[config.mk]
export PLATFORM = sky130hd
export DESIGN_NAME = nrisc_ula_arbiter
export DESIGN_NICKNAME = d
export VERILOG_FILES = /design/src/rtl/nrisc_ula_arbiter.sv
export SDC_FILE = /design/constraint.sdc
export NUM_CORES = 1
export LEC_CHECK = 0
export CELL_PAD_IN_SITES_DETAIL_PLACEMENT = 0
export CELL_PAD_IN_SITES_GLOBAL_PLACEMENT = 1
export CORE_MARGIN = 2
export CORE_UTILIZATION = 31
export CTS_BUF_LIST = sky130_fd_sc_hd__clkbuf_4 sky130_fd_sc_hd__clkbuf_8 sky130_fd_sc_hd__clkbuf_16
export CTS_CLUSTER_DIAMETER = 30
export DETAILED_ROUTE_END_ITERATION = 12
export GPL_TIMING_DRIVEN = 0
export HOLD_SLACK_MARGIN = 0.15
export PLACE_DENSITY = 0.87
export SLEW_MARGIN = 20
export SYNTH_ARGS = -nofsm -noshare
export SYNTH_HDL_FRONTEND = slang
export SYNTH_SLANG_ARGS = --single-unit
export TNS_END_PERCENT = 50
[constraint.sdc]
create_clock -name clk -period 9.4 [get_ports clk]
set_input_delay 2.35 -clock clk [delete_from_list [all_inputs] [get_ports clk]]
set_output_delay 2.35 -clock clk [all_outputs]
set_load 0.01 [all_outputs]
[src/rtl/nrisc_ula_arbiter.sv]
// nrisc_ula_arbiter: shares one registered NRISC ULA between two requesters.
// Round-robin arbitration, operands held in registers that drive the ULA,
// one-cycle ULA latency sequenced before a tagged valid/ready response.
// Optional grant counters are enabled by defining NRISC_ULA_ARB_CNT_EN.
module nrisc_ula_arbiter #(
  parameter int unsigned TAM   = 32,
  parameter int unsigned CNT_W = 16
) (
  input  logic           clk,
  input  logic           rst,
  input  logic           req0_valid,
  output logic           req0_ready,
  input  logic [3:0]     req0_ctrl,
  input  logic [TAM-1:0] req0_a,
  input  logic [TAM-1:0] req0_b,
  input  logic           req1_valid,
  output logic           req1_ready,
  input  logic [3:0]     req1_ctrl,
  input  logic [TAM-1:0] req1_a,
  input  logic [TAM-1:0] req1_b,
  output logic           rsp_valid,
  input  logic           rsp_ready,
  output logic           rsp_id,
  output logic [TAM-1:0] rsp_out,
  output logic [2:0]     rsp_flags,
  output logic [TAM-1:0] ula_a,
  output logic [TAM-1:0] ula_b,
  output logic [3:0]     ula_ctrl,
  input  logic [TAM-1:0] ula_out,
  input  logic [2:0]     ula_flags,
  output logic           busy
`ifdef NRISC_ULA_ARB_CNT_EN
  ,
  output logic [CNT_W-1:0] grant_cnt0,
  output logic [CNT_W-1:0] grant_cnt1
`endif
);

  typedef enum logic [1:0] {StIdle, StExec, StCapt, StResp} state_e;

  state_e state_q;
  logic   last_grant_q;
  logic   arb_open;
  logic   win0;
  logic   win1;
  logic   accept;
  logic   grant;

  // Arbitration window and round-robin winner selection
  always_comb begin
    arb_open = !rst && ((state_q == StIdle) || ((state_q == StResp) && rsp_ready));
    win0     = req0_valid && (!req1_valid || last_grant_q);
    win1     = req1_valid && (!req0_valid || !last_grant_q);
  end

  assign req0_ready = arb_open && win0;
  assign req1_ready = arb_open && win1;
  assign accept     = req0_ready || req1_ready;
  assign grant      = req1_ready;
  assign busy       = (state_q != StIdle);

  // Sequencer: accept, wait out ULA latency, capture, hold response
  always_ff @(posedge clk or posedge rst) begin
    if (rst) begin
      state_q      <= StIdle;
      last_grant_q <= 1'b1;
      ula_a        <= '0;
      ula_b        <= '0;
      ula_ctrl     <= '0;
      rsp_valid    <= 1'b0;
      rsp_id       <= 1'b0;
      rsp_out      <= '0;
      rsp_flags    <= '0;
    end else begin
      // accept can only be high in StIdle or on the StResp handshake
      if (accept) begin
        ula_a        <= grant ? req1_a : req0_a;
        ula_b        <= grant ? req1_b : req0_b;
        ula_ctrl     <= grant ? req1_ctrl : req0_ctrl;
        rsp_id       <= grant;
        last_grant_q <= grant;
      end
      unique case (state_q)
        StIdle: begin
          if (accept) state_q <= StExec;
        end
        StExec: begin
          state_q <= StCapt;
        end
        StCapt: begin
          rsp_out   <= ula_out;
          rsp_flags <= ula_flags;
          rsp_valid <= 1'b1;
          state_q   <= StResp;
        end
        StResp: begin
          if (rsp_ready) begin
            rsp_valid <= 1'b0;
            state_q   <= accept ? StExec : StIdle;
          end
        end
        default: state_q <= StIdle;
      endcase
    end
  end

`ifdef NRISC_ULA_ARB_CNT_EN
  // Saturating per-requester grant counters
  always_ff @(posedge clk or posedge rst) begin
    if (rst) begin
      grant_cnt0 <= '0;
      grant_cnt1 <= '0;
    end else begin
      if (req0_ready && (grant_cnt0 != {CNT_W{1'b1}})) grant_cnt0 <= grant_cnt0 + CNT_W'(1);
      if (req1_ready && (grant_cnt1 != {CNT_W{1'b1}})) grant_cnt1 <= grant_cnt1 + CNT_W'(1);
    end
  end
`else
  // CNT_W only sizes the grant counters
  logic unused_cnt_w;
  assign unused_cnt_w = (CNT_W == 0);
`endif

endmodule
; Yosys cells after proc, flatten, opt, wreduce, memory -nomap -nowiden
; Index checks and enable logic that the tools add are counted.
[totals]
output_inout_bits = 108
word_cells = 42
register_bits = 108
in_bits = 176
[op_classes]
n_reduce_logical = 19
eq_ne = 5
n_mux = 9
[op_table]
columns = op, n
row1 = $mux 32, 2
row2 = $pmux 2 s4, 1
row3 = $logic_and 1x1->1, 6
row4 = $eq 2x2->1 const B, 2
row5 = $logic_not 1->1, 4
row6 = $logic_or 1x1->1, 4
row7 = $mux 2, 2
row8 = $mux 4, 1
row9 = $ne 2x2->1 const B, 2
row10 = $reduce_and 2->1, 2
row11 = $reduce_bool 2->1, 2
row12 = $eq 2x1->1 const B, 1
row13 = $logic_not 2->1, 1
row14 = $mux 1, 2
row15 = $pmux 1 s2, 1

; Logic depth before layout (Yosys ltp)
[logic_depth]
ltp_word = 9
ltp_mapped = 7
depth_no_buf = 5

; Worst setup path before layout
; No wires, ideal clock.
[synth_path]
path_kind = input to output
startpoint = input port req1_valid
endpoint = output port req0_ready
stages = 4
required_ns = 7.050
arrival_time_ns = 3.012
path_slack_ns = 4.038
path_buffers = 2
cell_sequence = nor2b_1 buf_2 buf_2 nor3_1
[synth_between]
elab_chain_len = 4
[synth_lines]
columns = element, line
row1 = "start, declared", 16  ; input logic req1_valid,
row2 = $logic_not 1->1, 52  ; win0 = req0_valid && (!req1_valid || last_grant_q);
row3 = $logic_or 1x1->1, 52
row4 = $logic_and 1x1->1, 52
row5 = $logic_and 1x1->1, 56  ; assign req0_ready = arb_open && win0;
row6 = "end, declared", 12  ; output logic req0_ready,
; No other way between the ends.

; Worst setup path in the final report
[layout_path]
startpoint = input port req0_valid
endpoint = output port req0_ready
[layout_between]
elab_chain_len = 2
[layout_lines]
columns = element, line
row1 = "start, declared", 11  ; input logic req0_valid,
row2 = $logic_and 1x1->1, 52
row3 = $logic_and 1x1->1, 56
; No other way between the ends.

==> metrics.txt <==
reg2reg end ula_b[30]; final hold vios 0; Critical Path AT 4.15 ns; worst slew pin tran 0.515 ns; CTS tree yes; period utilization 69.2%; maximum clock frequency 154 MHz; hold_buf cts 0; Vias 4442; area growth from synthesis to layout 68.5%; share of cells above drive strength 1 between 10% and 20%; io pins 284; Clock Sink Count 108; Row Count 46; gr usage total 19.2%; Pwr Density 298 mW/mm²; top cells by area, synth dfrtp_1, o32ai_1, a2bb2oi_1, mux2_2, a2bb2oi_2; unrepaired setup endpoints after global routing false; Max Cap Viol 0; WL/cell 19.7 µm; TritonCTS buffer count 9; clk_lat worst skew ~0.34 ns; port buffer count 283; dpl cells around 850; Seq cells post-synth 108; Root Buffer clkbuf_16; GPL Wtd Cong 0.780; HPWL Detailed ~13000 µm; Post-CTS Setup Bufs 0; warnings from Yosys 0; Congestion Overflow GR 0; Slew Limit Fails 0; Non-Filler Instances 868; WP data required between 7 and 8 ns; critical path class input port to primary output; Core Box Area approximately 0.016 mm²; worst hold path type flip-flop to flip-flop; DR vias/cell 5.12; Worst Setup End Kind primary output; FF-to-FF Start state_q[0]; clock buffer depth 2; starting density of the core 31.6%; slowest library cell on the worst path clkdlybuf4s50_1; top cell type's share of synthesized area a little over half; Die H between 100 and 150 µm; P_leak about 0.0032 µW; Max rail drop VDD 0.000143 V; Cell variety after synth 32; final WL between 15000 and 20000 µm; router iterations before antenna repair 4; leading area contributor after synthesis dfrtp_1; vias in the first global route 4704; CP Cell Sequence clkdlybuf4s50_1 > inv_2 > clkbuf_1 > nor3_1 > clkdlybuf4s50_1; fin nets 829; crit start category input port; outcome completed; worst r2r path cells 6; Syn Area/Cell 14.1 µm²; DIE AREA 0.0171 mm²; post-route DRC violation count 0; Antenna diodes 0; most frequent CP cell clkdlybuf4s50_1; CP Launch Point req0_valid; Worst-path clk slew 0.07 ns; Total Negative Setup Slacks 0 ns; first-pass GRT wire length 25100 µm; R2R setup slack 7.45 ns; max incr delay on CP around 0.58 ns; min cycle time layout 6.50 ns; Slew HR 65.7%; Post-CTS Resized 0; Final Skew around 0.0087 ns; Setup crit end req0_ready; Synth Net Count between 500 and 600; initial antenna violation count 0; maximum number of pins on one net before global-route repair 76; die width approximately 130 µm; 1st-iter DRT viols 154; Routed Antenna Nets 0; post-synthesis sequential area ratio 54.3%; Crit Path Max Fanout 10; Mapped Cells 354; H-Tree Depth 3; synthesized cell area 0.00498 mm²; endpoints failing setup 0
[layout by cell type (no fill, tap or decap), drive strengths merged]
cell type / netlist / routed
clkinv: 0 / 1
o22ai: 1 / 1
a311oi: 1 / 1
clkinvlp: 0 / 2
clkdlybuf4s50: 0 / 283
nand2b: 1 / 1
mux2: 36 / 36
dfrtp: 107 / 107
ha: 4 / 4
o32ai: 68 / 68
inv: 6 / 6
o21bai: 1 / 1
buf: 32 / 33
nor2: 5 / 5
dfstp: 1 / 1
nor2b: 2 / 2
o21ai: 3 / 3
a21oi: 2 / 2
clkbuf: 9 / 20
or2: 2 / 2
nor3: 1 / 1
a22oi: 1 / 1
a211o: 1 / 1
a2bb2oi: 68 / 68
a21bo: 2 / 2
[sequential cells by signal, indices dropped and copies added (netlist names)]
register      count
rsp_out          32
ula_b            32
ula_a            32
rsp_flags         3
rsp_id            1
ula_ctrl          4
last_grant_q      1
state_q           2
rsp_valid         1
[worst max-delay path: cells and delay by family]
| family | cells | cell delay [ns] |
|---|---|---|
| buffers and inverters | 4 | 1.56 |
| and+or+nand+nor | 1 | 0.24 |
[synthesized netlist by cell type (all sizes together)]
cell type / count
dfrtp: 107
a2bb2oi: 68
o32ai: 68
mux2: 36
buf: 32
clkbuf: 9
inv: 6
nor2: 5
ha: 4
o21ai: 3
a21bo: 2
a21oi: 2
nor2b: 2
or2: 2
a211o: 1
a22oi: 1
a311oi: 1
dfstp: 1
nand2b: 1
nor3: 1
o21bai: 1
o22ai: 1
[how the worst min path moves through the flow]
stage | from | to | slack, ns | cells past startpoint
6_report | rsp_out[19] | rsp_out[19] | 0.51 | 1
5_1_grt | rsp_out[1] | rsp_out[1] | 0.53 | 1
4_1_cts | rsp_flags[1] | rsp_flags[1] | 0.51 | 1
3_5_place_dp | rsp_flags[2] | rsp_flags[2] | 0.49 | 1
3_3_place_gp | rsp_out[21] | rsp_out[21] | 0.49 | 1
2_1_floorplan | state_q[1] | state_q[1] | 0.53 | 1
[power by group]
group          total [µW]  internal [µW]  switching, µW
Sequential            834            699            135
Clock                 358            192            166
Combinational        1310            779            528
[metrics by stage]
stage                     cell area [µm²]  hold slack, ns  setup slack [ns]  utilization [%]  total power, µW
after global routing                 8390           0.530              2.81             53.2             2650
after CTS                            8390           0.511              2.88             53.2             2530
after global placement               8080           0.489              2.56             51.2             2120
after floorplan                      4980           0.533              4.04                -             1470
after detailed placement             8110           0.494              2.89             51.5             2160
final                                8390           0.510              2.90             53.2             2500
[layer usage]
metal,GRT usage [%],part of all wire [%],vias to the layer above,routed length [µm]
li1,-,-,2021,-
met1,21.6,39,2194,6660
met2,34.8,51,209,8640
met3,6.31,8.7,18,1490
met4,5.82,1.7,0,284
met5,0,0,-,0
[cells by family (layout without fill, tap and decap cells)]
group / count (synthesis) / count (layout) / share of synthesized area [%]
compound gates: 148 / 148 / 29.9
fa+ha+maj: 4 / 4 / 1.01
buf+inv: 47 / 345 / 5.30
flops: 108 / 108 / 54.3
mux: 36 / 36 / 8.14
simple gates: 11 / 11 / 1.31
[cell type report]
class | instances | area [µm²]
Clock inverter | 3 | 23.8
Tap cell | 216 | 270
Fill cell | 1378 | 7380
Clock buffer | 11 | 253
Timing Repair Buffer | 284 | 2860
Multi-Input combinational cell | 199 | 2010
Buffer | 41 | 241
Sequential cell | 108 | 2700
Inverter | 6 | 27.5
(Power assumes the default switching activity.)
